===== src/rtl/tmr_serial_tx.sv =====
// tmr_serial_tx: UART-style frame serialiser driving three redundant lanes.
// Ports: clk, rst (sync, active-high), data/valid/ready handshake, busy,
//   lanes x2/x1/x0 (idle 1); with `TMR_FAULT_INJECT_EN defined, fault_en
//   and fault_lane (0=x0,1=x1,2=x2,3=none) invert one lane's data bits.
module tmr_serial_tx #(
  parameter int DATA_W       = 8,
  parameter int CLKS_PER_BIT = 4
) (
  input  logic              clk,
  input  logic              rst,
  input  logic [DATA_W-1:0] data,
  input  logic              valid,
  output logic              ready,
  output logic              busy,
  output logic              x2,
  output logic              x1,
  output logic              x0
`ifdef TMR_FAULT_INJECT_EN
  ,
  input  logic              fault_en,
  input  logic [1:0]        fault_lane
`endif
);

  localparam int CW = (CLKS_PER_BIT > 1) ? $clog2(CLKS_PER_BIT) : 1;
  localparam int IW = (DATA_W > 1) ? $clog2(DATA_W) : 1;

  localparam logic [CW-1:0] CNT_MAX = CW'(CLKS_PER_BIT - 1);
  localparam logic [CW-1:0] CNT_ONE = CW'(1);
  localparam logic [IW-1:0] IDX_MAX = IW'(DATA_W - 1);
  localparam logic [IW-1:0] IDX_ONE = IW'(1);

  typedef enum logic [1:0] {
    S_IDLE,
    S_START,
    S_DATA,
    S_STOP
  } state_e;

  state_e            state_q, state_d;
  logic [CW-1:0]     cnt_q, cnt_d;
  logic [IW-1:0]     idx_q, idx_d;
  logic [DATA_W-1:0] sh_q, sh_d;
  logic              ready_q, busy_q;
  logic [2:0]        lanes_q, lanes_d;
  logic              bit_end;
  logic              line_d;
  logic [2:0]        flip;

  assign bit_end = (cnt_q == CNT_MAX);

  always_comb begin
    state_d = state_q;
    cnt_d   = cnt_q;
    idx_d   = idx_q;
    sh_d    = sh_q;
    unique case (state_q)
      S_IDLE: begin
        if (valid) begin
          state_d = S_START;
          sh_d    = data;
          cnt_d   = '0;
          idx_d   = '0;
        end
      end
      S_START: begin
        if (bit_end) begin
          state_d = S_DATA;
          cnt_d   = '0;
          idx_d   = '0;
        end else begin
          cnt_d = cnt_q + CNT_ONE;
        end
      end
      S_DATA: begin
        if (bit_end) begin
          cnt_d = '0;
          sh_d  = sh_q >> 1;
          // index parks on the last bit; STOP does not use it
          if (idx_q == IDX_MAX) begin
            state_d = S_STOP;
          end else begin
            idx_d = idx_q + IDX_ONE;
          end
        end else begin
          cnt_d = cnt_q + CNT_ONE;
        end
      end
      S_STOP: begin
        if (bit_end) begin
          state_d = S_IDLE;
          cnt_d   = '0;
        end else begin
          cnt_d = cnt_q + CNT_ONE;
        end
      end
      default: begin
        state_d = S_IDLE;
        cnt_d   = '0;
        idx_d   = '0;
      end
    endcase
  end

  // Lane level for the cycle after this edge, so lanes are registered.
  always_comb begin
    line_d = 1'b1;
    unique case (state_d)
      S_START: line_d = 1'b0;
      S_DATA:  line_d = sh_d[0];
      default: line_d = 1'b1;
    endcase
  end

`ifdef TMR_FAULT_INJECT_EN
  // Only data bits are ever corrupted; framing stays clean.
  always_comb begin
    flip = 3'b000;
    if (fault_en && (state_d == S_DATA)) begin
      unique case (fault_lane)
        2'd0:    flip = 3'b001;
        2'd1:    flip = 3'b010;
        2'd2:    flip = 3'b100;
        default: flip = 3'b000;
      endcase
    end
  end
`else
  assign flip = 3'b000;
`endif

  assign lanes_d = {3{line_d}} ^ flip;

  always_ff @(posedge clk) begin
    if (rst) begin
      state_q <= S_IDLE;
      cnt_q   <= '0;
      idx_q   <= '0;
      sh_q    <= '0;
      ready_q <= 1'b1;
      busy_q  <= 1'b0;
      lanes_q <= 3'b111;
    end else begin
      state_q <= state_d;
      cnt_q   <= cnt_d;
      idx_q   <= idx_d;
      sh_q    <= sh_d;
      ready_q <= (state_d == S_IDLE);
      busy_q  <= (state_d != S_IDLE);
      lanes_q <= lanes_d;
    end
  end

  assign ready = ready_q;
  assign busy  = busy_q;
  assign x2    = lanes_q[2];
  assign x1    = lanes_q[1];
  assign x0    = lanes_q[0];

endmodule


===== config.mk =====
export PLATFORM = sky130hd
export DESIGN_NAME = tmr_serial_tx
export DESIGN_NICKNAME = d
export VERILOG_FILES = /design/src/rtl/tmr_serial_tx.sv
export SDC_FILE = /design/constraint.sdc
export NUM_CORES = 1
export LEC_CHECK = 0
export ABC_AREA = 1
export BUFFER_PORTS_ARGS = -buffer_cell sky130_fd_sc_hd__clkbuf_2
export CORE_AREA = 2 2 44 54
export DETAILED_ROUTE_END_ITERATION = 7
export DIE_AREA = 0 0 46 56
export PLACE_DENSITY = 0.72
export SYNTH_ARGS = -nofsm -noshare
export SYNTH_HDL_FRONTEND = slang
export SYNTH_SLANG_ARGS = --single-unit

===== constraint.sdc =====
create_clock -name clk -period 1.3 [get_ports clk]
set_input_delay 0.26 -clock clk [delete_from_list [all_inputs] [get_ports clk]]
set_output_delay 0.26 -clock clk [all_outputs]
set_load 0.005 [all_outputs]

== Word level (Yosys, flattened, before mapping) ==
Index checks and enable logic that the tools add are counted.

* RAM bits: 0
* Bits in latches: 0
* Input bits: 11
* Memories: 0
* Memory bits (read-only): 0
* Register bits: 18

* Magnitude comparators: 0
* Mux-type cells: 18
* Bitwise gates (word level): 0
* Add/subtract/negate cells: 2
* Reduce and logical (&&, ||, !) cells: 8
* Shift operators: 0
* Div/mod/pow operators: 0
* Equal/unequal tests: 11
* Multipliers: 0

{| class="wikitable"
|+ Operators by type and width
! cell !! number
|-
| 8-bit 2-to-1 mux || 2
|-
| 8-bit case mux with 2 select lines || 1
|-
| 2-bit 2-to-1 mux || 7
|-
| 3-bit 2-to-1 mux || 4
|-
| 3-bit case mux with 3 select lines || 1
|-
| 2-bit equality test, second input constant || 4
|-
| 2-bit != test, second input constant || 4
|-
| 2-bit case mux with 4 select lines || 1
|-
| 5-bit AND reduction || 1
|-
| 2-bit by 1-bit equality test with 1-bit output, second input constant || 2
|-
| 2-bit zero test || 2
|-
| 2-bit case mux with 2 select lines || 1
|-
| 2-bit nonzero test || 2
|-
| 3-bit by 1-bit adder with 3-bit output, second input constant || 1
|-
| 3-bit equality test, second input constant || 1
|-
| 3-bit AND reduction || 1
|-
| 3-bit nonzero test || 1
|-
| 3-bit OR reduction || 1
|-
| 2-bit by 1-bit adder with 2-bit output, second input constant || 1
|-
| 1-bit case mux with 2 select lines || 1
|}

== Logic depth before layout (Yosys ltp) ==
Gate-level depths: netlist of the first run.

* Word-level depth: 6
* Depth in mapped cells: 9

== Worst setup path before layout of the first run ==
No wires, ideal clock.

* Path type: register -> register
* Start: register cnt_q[0]
* End: register lanes_q[0] (netlist name)
* Clock period less this slack: 1.257 ns
* Stages on the path, launching flop included: 9
* Slack: 0.043 ns
* Setup time: 0.114 ns
* Arrival time: 1.143 ns
* Path buffers: 1
* Path through: dfxtp_1 -> ha_1 -> buf_2 -> a21oi_2 -> nor2_2 -> nor2_4 -> nand2_1 -> nor2_2 -> nor2_2

* Longest elaborated chain between the ends: 5
* Elaborated cells on any way between the ends: 10

{| class="wikitable"
|+ Ends and longest elaborated chain
! what !! RTL line !! source
|-
| start: declaration || 41 || <nowiki>logic [CW-1:0] cnt_q, cnt_d;</nowiki>
|-
| start signal: assignment || 145 || <nowiki>cnt_q <= cnt_d;</nowiki>
|-
| 2-bit equality test (*) || 50 || <nowiki>assign bit_end = (cnt_q == CNT_MAX);</nowiki>
|-
| 2-bit 2-to-1 mux, on equally long branches || 90, 67, 76 ||
|-
| 2-bit case mux with 4 select lines || 57 || <nowiki>unique case (state_q)</nowiki>
|-
| 2-bit equality test or 2-bit by 1-bit equality test with 1-bit output (tied branches) || 108 || <nowiki>unique case (state_d)</nowiki>
|-
| 1-bit case mux with 2 select lines (*) || 108 ||
|}

Every way passes the cells marked *; elsewhere a longest branch is shown, timed or not. The select of a mux whose other input is x is not followed.
A chain may end at the register's enable or synchronous reset.

== Worst setup path after layout of the first run ==
* Start: register cnt_q[0]
* End: register lanes_q[0] (netlist name)

* Longest elaborated chain between the ends: 5
* Elaborated cells on any way between the ends: 10

{| class="wikitable"
|+ Ends and longest elaborated chain
! what !! RTL line
|-
| 2-bit equality test (*) || 50
|-
| 2-bit 2-to-1 mux, on equally long branches || 90, 67, 76
|-
| 2-bit case mux with 4 select lines || 57
|-
| 2-bit equality test or 2-bit by 1-bit equality test with 1-bit output (tied branches) || 108
|-
| 1-bit case mux with 2 select lines (*) || 108
|}

Marked as above.

==> metrics.cfg, run 1 <==
[global_route]
antenna_found_initial = 0
grt-ovfl-total = 0
grt_pass1_wl_microns = 3380
grt_use_total = 0.171
grt_pass1_vias = 823
grt_start_max_net_pins = 11

[clock_network]
cts_setup_buffers = 0
cts_root_buf = clkbuf_4
htreeDepth = 1
cts_sinks = 18
cts_tree = done
cts_buffer_depth = 2
cts.clk_slew.worst_paths_ns = 0.11
insertion_delay_ns = 0.30
cts_buffers = 3
holdBufCountCts = 0

[final_layout]
syn_to_final_growth_pct = 23.6
antennaDiodeCount = 0
n_fill_cell = 183
utilization = 0.598
layout_commonest_cell = nand2_1
nets = 162
final_cell_mix = nand2_1, clkbuf_2, inv_1, dfxtp_1, nor2_1
final_layout_size_suffix_gt1_frac = 0.435

[critical_path]
slowest_stage = dfxtp_2
cp_slowest_stage_delay_ns = 0.35
critPathKind = reg -> reg
worstReg2RegStart = cnt_q[0]$_SDFFE_PP0P_
crit_path_cell_trace = ha_4 -> buf_6 -> a21oi_2 -> nor2_2 -> nor2_4 -> nand2_2 -> nor2_4 -> nor2_2
end_kind = register
cp_top_family = simple AND/OR/NAND/NOR gates
path_buf_inv = 1
cp.required_ns = 1.51
worstSetupStartpoint = cnt_q[0]$_SDFFE_PP0P_
cp.arrival_ns = 1.46
worstSetupStartpointType = register
crit_fanout = 4

[synthesis]
syn_area_sq_um = 980
netlist.area_leader.share = 0.368
async_flop_share = 0
synth_cell_types = 27
ys_seq_elements = 18
yosysSeqAreaShare = 0.368
synthCells = 126
synth.area.top_cells = dfxtp_1, nand2_1, inv_1
ys_warn_count = 0
syn-num-nets = 140
yosysTopAreaCell = dfxtp_1
synth_flop_cell = dfxtp_1
synth_edf_count = 0
syn_avg_cell_area_sq_um = 7.78

[routing]
vias = 838
dr.pass1.iters = 4
drt_wl_total_microns = 1870
antenna_left = 0
drt-initial-drc-count = 12
drc = 0
wire_per_inst_microns = 11.2
vias_per_cell = 5.02

[worst_hold_path]
hold_path_startpoint = rst
hold_class = in -> reg

[flow_run]
maxCapViolCount = 0

[power_and_ir_drop]
p_clk_frac = 0.292
power.switching_w = 0.000336
cellInternalPower_w = 0.000861
p_comb_frac = 0.189
irDropWorstVdd_v = 0.000719
p_sw_frac = 0.281
power_frac_seq = 0.519
leakage_nw = 0.575
p_per_area_mw_per_mm2 = 988

[timing]
grt_setup_unrepaired = true
drv_slew = 0
hold_violations = 0
fin_crit_ns = 1.25
setup_viol = 0
clock_skew_ns = 0.00589
fin_ws_ns = 0.0525
worst_slew_pin_slew_ns = 0.218
fin_hold_ws_ns = 0.173
min_period_over_period = 0.960
fmax_mhz = 802
max_slew_margin = 0.855

[floorplanning]
dieArea_sq_mm = 0.00258
core_area_sq_mm = 0.00203
die_h_microns = 56
start_util = 0.483
fp-row-count = 18
ioPinCount = 16
die_x_microns = 46

[place]
pre_cts_ws_ns = -0.000707
place_congestion = 0.828
io_buffer_count = 15
hpwl_microns = 1440

[run_status]
status = complete, no violations

power groups by stage:
stage / combinational [W] / sequential, W / clock (W)
6_report: 0.000226 / 0.000621 / 0.000349
5_1_grt: 0.000258 / 0.000626 / 0.000392
2_1_floorplan: 0.000164 / 0.000622 / 0
3_3_place_gp: 0.000213 / 0.000625 / 0
3_5_place_dp: 0.000216 / 0.000627 / 0
4_1_cts: 0.000218 / 0.000616 / 0.000356
worst paths after layout:
path | endpoint | cells past startpoint | slack, ns
max | lanes_q[0]$_SDFF_PP1_ | 8 | 0.05
min | state_q[1]$_SDFF_PP0_ | 2 | 0.17
max reg2reg | lanes_q[0]$_SDFF_PP1_ | 8 | 0.05
min reg2reg | sh_q[7]$_SDFFE_PP0P_ | 2 | 0.47
final cells by class:
class                           instances  area (sq um)  area share
Clock buffer                            4          36.3      0.0300
Inverter                               19          73.8      0.0610
Multi-Input combinational cell         84           578       0.477
Sequential cell                        18           367       0.303
Tap cell                               20          25.0      0.0207
Timing Repair Buffer                   22           131       0.108
worst register-to-register path, stage by stage (launching register included):
cell     delay (ns)
dfxtp_2        0.35
ha_4           0.16
buf_6          0.12
a21oi_2        0.12
nor2_2         0.07
nor2_4         0.13
nand2_2        0.08
nor2_4         0.10
nor2_2         0.03
sequential cells by signal (all words and copies together), names as in the netlist:
signal / cells
busy: 1
cnt_q: 2
idx_q: 3
lanes_q: 1
ready: 1
sh_q: 8
state_q: 2
layer usage:
| metal | vias up | GRT usage | routed length (microns) |
|---|---|---|---|
| met3 | 2 | 0.0357 | 70 |
| met2 | 15 | 0.282 | 935 |
| met5 | - | 0 | 0 |
| met4 | 0 | 0.0531 | 21 |
| met1 | 378 | 0.214 | 844 |
| li1 | 443 | - | - |
logic make-up (layout without fill, tap and decap cells):
logic type                 Yosys count  after routing  synth area share
AOI/OAI and AO/OA                   19             19             0.134
adders and majority gates            3              3            0.0383
buffers and inverters               24             45             0.112
DFF                                 18             18             0.368
and+or+nand+nor                     62             62             0.347
synth_stat cells, types with 2 or more instances:
| cell | instances |
|---|---|
| nand2_1 | 25 |
| dfxtp_1 | 18 |
| inv_1 | 13 |
| nor2_1 | 10 |
| nand3_1 | 7 |
| a21oi_1 | 5 |
| a21oi_2 | 5 |
| inv_2 | 5 |
| nand4_1 | 4 |
| nor2_2 | 4 |
| ha_1 | 3 |
| nand2_4 | 3 |
| nand3_2 | 3 |
| buf_2 | 2 |
| buf_4 | 2 |
| nand2_2 | 2 |
| nor2_4 | 2 |
| o21a_1 | 2 |
| o21ai_0 | 2 |
| o21ai_1 | 2 |
stage by stage:
step	total power, W	cells	TNS, ns	area [sq um]
after floorplan	0.000786	126	0	980
after global routing	0.00128	167	-0.0625	1210
after detailed placement	0.000843	163	-0.000707	1100
after CTS	0.00119	167	0	1150
after global placement	0.000838	163	0	1100
final	0.00120	167	0	1210
timing repair:
item / CTS / global route
setup endpoints to repair: 3 / 14
gates resized for setup: 4 / 14
pin swaps: 1 / 7
Power figures use the tool's default switching activity.
==> run 2, diff against run 1 <==
==> config.mk (replaced) <==
export PLATFORM = sky130hd
export DESIGN_NAME = tmr_serial_tx
export DESIGN_NICKNAME = d
export VERILOG_FILES = /design/src/rtl/tmr_serial_tx.sv
export SDC_FILE = /design/constraint.sdc
export NUM_CORES = 1
export LEC_CHECK = 0
export ABC_AREA = 1
export CORE_AREA = 2 2 42 52
export DETAILED_ROUTE_END_ITERATION = 7
export DIE_AREA = 0 0 44 54
export DONT_BUFFER_PORTS = 1
export PLACE_DENSITY = 0.7
export SYNTH_ARGS = -nofsm -noshare
export SYNTH_HDL_FRONTEND = slang
export SYNTH_SLANG_ARGS = --single-unit
==> metrics.cfg, run 2 (synthesis gave the netlist of run 1 again) <==
[run_status]
status = complete, no violations

[place]
hpwl_microns = 1410  ; -1.8%
place_congestion = 0.799  ; -3.4%
dp_cells = 145  ; -11%
pre_cts_ws_ns = -0.0141  ; -0.0133 ns
io_buffer_count = 0  ; -15

[power_and_ir_drop]
p_per_area_mw_per_mm2 = 1010  ; +2.6%
leakage_nw = 0.481  ; -16%
finalPower_w = 0.00108  ; -9.9%
irDropWorstVdd_v = 0.000653  ; -9.2%

[worst_hold_path]
hold_path_startpoint = rst
hold_class = in -> reg

[routing]
wire_per_inst_microns = 13.0  ; +16%
dr.pass1.iters = 4  ; unchanged
vias_per_cell = 5.53  ; +10%
drt_wl_total_microns = 1920  ; +2.5%
drc = 0  ; unchanged
vias = 819  ; -2.3%
drt-initial-drc-count = 16  ; +4
antenna_left = 0  ; unchanged

[clock_network]
holdBufCountCts = 0  ; unchanged
cts_setup_buffers = 0  ; unchanged
cts.clk_slew.worst_paths_ns = 0.10  ; about the same
htreeDepth = 1  ; unchanged
cts_root_buf = clkbuf_4
insertion_delay_ns = 0.29  ; about the same
cts_buffers = 3  ; unchanged
cts_tree = done
cts_buffer_depth = 2  ; unchanged
cts_sinks = 18  ; unchanged

[timing]
final.setup.tns_ns = 0  ; unchanged
grt_setup_unrepaired = true
max_slew_margin = 0.857  ; +0.00188
fin_crit_ns = 1.29  ; +0.0439 ns
hold_violations = 0  ; unchanged
fin_hold_ws_ns = 0.00429  ; -0.169 ns
setup_viol = 0  ; unchanged
clock_skew_ns = 0.00558  ; -0.000315 ns
min_period_over_period = 0.993  ; +0.0338
fin_ws_ns = 0.00857  ; -0.0439 ns
drv_slew = 0  ; unchanged
worst_slew_pin_slew_ns = 0.215  ; -0.00310 ns
fmax_mhz = 774  ; -3.4%

[final_layout]
syn_to_final_growth_pct = 8.56
antennaDiodeCount = 0  ; unchanged
layout_commonest_cell = nand2_1
ff_latch_area_sq_um = 367  ; unchanged
top_regs = sh_q: 8 flops, idx_q: 3 flops
largest-register = sh_q
nets = 144  ; -11%
multi_input_area_sq_um = 546  ; -5.6%
n_fill_cell = 184  ; +0.55%
final_layout_size_suffix_gt1_frac = 0.344  ; -0.0916
largest_reg_flops = 8  ; unchanged
final_cell_mix = nand2_1, inv_1, dfxtp_1, nor2_1, nand3_1
final_cells = 148  ; -11%

[floorplanning]
start_util = 0.506  ; +0.0225
ioPinCount = 16  ; unchanged
core_area_sq_mm = 0.00194  ; -4.4%
fp-row-count = 18  ; unchanged
dieArea_sq_mm = 0.00238  ; -7.8%
die_x_microns = 44  ; -4.3%
die_h_microns = 54  ; -3.6%

[critical_path]
r2r_slack_ns = 0.009  ; -0.04 ns
end_kind = register
crit_fanout = 4  ; unchanged
worstReg2RegStart = cnt_q[1]$_SDFFE_PP0P_
worstSetupStartpoint = cnt_q[1]$_SDFFE_PP0P_
cp_slowest_stage_delay_ns = 0.35  ; about the same
cp.arrival_ns = 1.49  ; +0.03 ns
worstSetupStartpointType = register
critPathKind = reg -> reg
cp.required_ns = 1.50  ; about the same
crit_path_cell_trace = ha_4 -> buf_4 -> a21oi_2 -> nor2_2 -> nor2_4 -> nand2_2 -> nor2_4 -> nor2_2
slowest_stage = dfxtp_1

[global_route]
grt_start_max_net_pins = 12  ; +1
grt_pass1_wl_microns = 3160  ; -6.5%
grt_pass1_vias = 716  ; -13%
antenna_found_initial = 0  ; unchanged
grt_use_total = 0.180  ; +0.00952
grt-ovfl-total = 0  ; unchanged

[flow_run]
maxCapViolCount = 0  ; unchanged

-- run 2: path summary, 6_finish.rpt --
kind | to | cells after the start
hold / removal | idx_q[0]$_SDFFE_PP0P_ | 1
hold reg to reg | sh_q[7]$_SDFFE_PP0P_ | 2
setup / recovery | lanes_q[0]$_SDFF_PP1_ | 8
setup reg to reg | lanes_q[0]$_SDFF_PP1_ | 8
-- run 2: repair_timing --
item | CTS | global route
hold endpoints to repair | 0 | 4
gates resized for setup | 3 | 10
pin swaps | 0 | 10
endpoints found under the setup margin | 4 | 12
-- run 2: routing by layer --
layer,vias up,wire (microns),part of all wire,GRT usage
met4,0,13,0.0068,0.0707
met5,-,0,0,0
met3,2,162,0.085,0.0470
met1,374,817,0.43,0.222
li1,406,-,-,-
met2,37,923,0.48,0.299
-- run 2: report_power, final --
group          internal [W]  leakage (nW)  total, W  switching (W)
combinational     0.0000661         0.317  0.000174       0.000108
clock              0.000108        0.0138  0.000279       0.000171
sequential         0.000595         0.150  0.000625      0.0000298
total              0.000769         0.481   0.00108       0.000310
-- run 2: final cells by class --
type	count	area share
clock buffer	3	0.0212
sequential	18	0.345
multi-input combinational	84	0.513
timing repair buffer	4	0.0282
tap	20	0.0235
inverter	19	0.0694
-- run 2: critical path: cells and delay by family, from the launching register on --
kind / cells / cell delay, ns
adder cells (fa/ha/maj): 1 / 0.17
AO/OA/AOI/OAI: 1 / 0.13
AND/OR/NAND/NOR: 5 / 0.40
flip-flops: 1 / 0.35
buffers and inverters: 1 / 0.15
-- run 2: metrics by stage --
step	area (sq um)	util
global route	1060	0.549
finish	1060	0.549
CTS	1030	0.531
detailed placement	998	0.516
floorplan	980	-
global placement	998	0.516
==> run 3, diff against run 2 <==
--- a/config.mk
+++ b/config.mk
@@ -11,6 +11,7 @@
 export DIE_AREA = 0 0 44 54
 export DONT_BUFFER_PORTS = 1
 export PLACE_DENSITY = 0.7
+export REMOVE_ABC_BUFFERS = 1
 export SYNTH_ARGS = -nofsm -noshare
 export SYNTH_HDL_FRONTEND = slang
 export SYNTH_SLANG_ARGS = --single-unit
==> metrics.cfg, run 3 (synthesis gave the netlist of run 1 again) <==
[final_layout]
layout_commonest_cell = nand2_1
utilization = 0.594  ; +0.0452
n_fill_cell = 160  ; -13%
syn_to_final_growth_pct = 17.5
largest-register = sh_q
nets = 145  ; +0.69%
final_layout_size_suffix_gt1_frac = 0.354  ; +0.0101
antennaDiodeCount = 0  ; unchanged
top_regs = sh_q: 8 flops, idx_q: 3 flops
final_cells = 150  ; +1.4%
final_cell_mix = nand2_1, inv_1, dfxtp_1, nor2_1, nand3_1
largest_reg_flops = 8  ; unchanged

[place]
hpwl_microns = 1320  ; -6.4%
place_congestion = 0.736  ; -7.9%
pre_cts_ws_ns = -0.0328  ; -0.0188 ns
dp_cells = 145  ; unchanged
io_buffer_count = 0  ; unchanged

[timing]
setup_viol = 1  ; +1
grt_setup_unrepaired = true
fin_hold_ws_ns = -0.00484  ; -0.00914 ns
fmax_mhz = 757  ; -2.3%
fin_crit_ns = 1.32  ; +0.0298 ns
drv_slew = 0  ; unchanged
worst_slew_pin_slew_ns = 0.274  ; +0.0592 ns
max_slew_margin = 0.817  ; -0.0397
fin_ws_ns = -0.0212  ; -0.0298 ns
min_period_over_period = 1.02  ; +0.0229
hold_violations = 2  ; +2
clock_skew_ns = 0.00759  ; +0.00201 ns

[power_and_ir_drop]
cellInternalPower_w = 0.000849  ; +10%
irDropWorstVdd_v = 0.000892  ; +37%
p_clk_frac = 0.301  ; +0.042
p_per_area_mw_per_mm2 = 1030  ; +1.5%
leakage_nw = 0.507  ; +5.4%
p_comb_frac = 0.174  ; +0.012
p_sw_frac = 0.283  ; -0.00386
power_frac_seq = 0.525  ; -0.054
power.switching_w = 0.000335  ; +8.4%
finalPower_w = 0.00118  ; +9.8%

[flow_run]
maxCapViolCount = 0  ; unchanged

[global_route]
grt_pass1_vias = 764  ; +6.7%
grt_pass1_wl_microns = 2990  ; -5.3%
use_met1 = 0.164  ; -0.0576
use_met2 = 0.321  ; +0.0221
grt_use_met3 = 0.0604  ; +0.0134
busiest_layer = met2
grt_use_total = 0.177  ; -0.00303
grt_start_max_net_pins = 11  ; -1
grt-ovfl-total = 0  ; unchanged
antenna_found_initial = 0  ; unchanged

[clock_network]
cts_tree = done
cts_buffers = 3  ; unchanged
cts.clk_slew.worst_paths_ns = 0.11  ; about the same
cts_setup_buffers = 0  ; unchanged
cts_sinks = 18  ; unchanged
htreeDepth = 1  ; unchanged
cts_buffer_depth = 2  ; unchanged
holdBufCountCts = 1  ; +1
insertion_delay_ns = 0.31  ; +0.02 ns
cts_root_buf = clkbuf_4

[critical_path]
worstReg2RegStart = state_q[0]$_SDFF_PP0_
rr_worst_depth = 7  ; -1
crit_path_cell_trace = buf_12 -> nor2_4 -> nor2_1 -> nand2_1 -> nand3_2 -> nor2_2 -> nor2_2
crit_fanout = 9  ; +5
cp.required_ns = 1.51  ; about the same
path_buf_inv = 1  ; unchanged
slowest_stage = dfxtp_1
worstSetupStartpointType = register
cp_slowest_stage_delay_ns = 0.34  ; about the same
r2r_slack_ns = -0.02  ; -0.03 ns
critPathKind = reg -> reg
r2r_end = lanes_q[0]$_SDFF_PP1_
end_kind = register
critical_path.most_common_cell = nor2_2
cp_top_family = simple AND/OR/NAND/NOR gates
cp.arrival_ns = 1.53  ; +0.04 ns

[routing]
wire_per_inst_microns = 13.0  ; +0.57%
drc = 0  ; unchanged
dr.pass1.iters = 4  ; unchanged
antenna_left = 0  ; unchanged
vias_per_cell = 5.43  ; -1.8%
vias = 815  ; -0.49%
drt-initial-drc-count = 15  ; -1
drt_wl_total_microns = 1950  ; +1.9%

[worst_hold_path]
hold_class = in -> reg
hold_path_startpoint = rst
min_to = idx_q[1]$_SDFFE_PP0P_
hold_depth = 1  ; unchanged

[floorplanning]
start_util = 0.506  ; unchanged
die_h_microns = 54  ; unchanged
die_x_microns = 44  ; unchanged
ioPinCount = 16  ; unchanged
core_area_sq_mm = 0.00194  ; unchanged
fp-row-count = 18  ; unchanged
dieArea_sq_mm = 0.00238  ; unchanged

[run_status]
status = finished with violations
violations = hold timing, setup timing

==> run 3: area by class of cell <==
class,count,area (sq um),area share
clock buffer,4,36.3,0.0315
inverter,19,76.3,0.0663
multi-input combinational,84,588,0.511
sequential,18,369,0.321
tap,20,25.0,0.0217
timing repair buffer,5,56.3,0.0489
==> run 3: worst register-to-register path, stage by stage (launching register included) <==
cell and delay [ns]:
dfxtp_1 0.34, buf_12 0.15, nor2_4 0.24, nor2_1 0.11, nand2_1 0.12, nand3_2 0.11
nor2_2 0.12, nor2_2 0.05
==> run 3: how the worst max path moves through the flow <==
stage | endpoint | depth (start not counted) | startpoint
finish | lanes_q[0]$_SDFF_PP1_ | 7 | state_q[0]$_SDFF_PP0_
detailed placement | idx_q[2]$_SDFFE_PP0P_ | 7 | cnt_q[1]$_SDFFE_PP0P_
global route | lanes_q[0]$_SDFF_PP1_ | 8 | cnt_q[1]$_SDFFE_PP0P_
global placement | idx_q[2]$_SDFFE_PP0P_ | 7 | cnt_q[1]$_SDFFE_PP0P_
floorplan | idx_q[1]$_SDFFE_PP0P_ | 7 | cnt_q[0]$_SDFFE_PP0P_
CTS | lanes_q[0]$_SDFF_PP1_ | 8 | cnt_q[1]$_SDFFE_PP0P_
==> run 3: what timing repair did <==
item / in CTS / in global routing
hold endpoints to repair: 4 / 6
resized for setup: 6 / 16
pin swaps: 0 / 9
endpoints found under the setup margin: 5 / 13
==> run 3: routing by layer <==
| layer | wire length, microns | share of wire |
|---|---|---|
| met2 | 994 | 0.51 |
| met4 | 59 | 0.030 |
| met5 | 0 | 0 |
| met1 | 801 | 0.41 |
| met3 | 98 | 0.050 |
==> run 3: power by group through the flow <==
stage	Combinational, W	Clock, W	Sequential (W)
final	0.000206	0.000356	0.000622
after global routing	0.000229	0.000387	0.000627
after CTS	0.000191	0.000364	0.000619
after detailed placement	0.000179	0	0.000629
after global placement	0.000176	0	0.000627
after floorplan	0.000131	0	0.000633
==> run 3: metrics by stage <==
stage / setup TNS, ns / cell area [sq um]
4_1_cts: 0 / 1080
3_3_place_gp: -0.0133 / 1010
2_1_floorplan: -0.409 / 943
6_report: -0.0212 / 1150
3_5_place_dp: -0.121 / 1010
5_1_grt: -0.142 / 1150
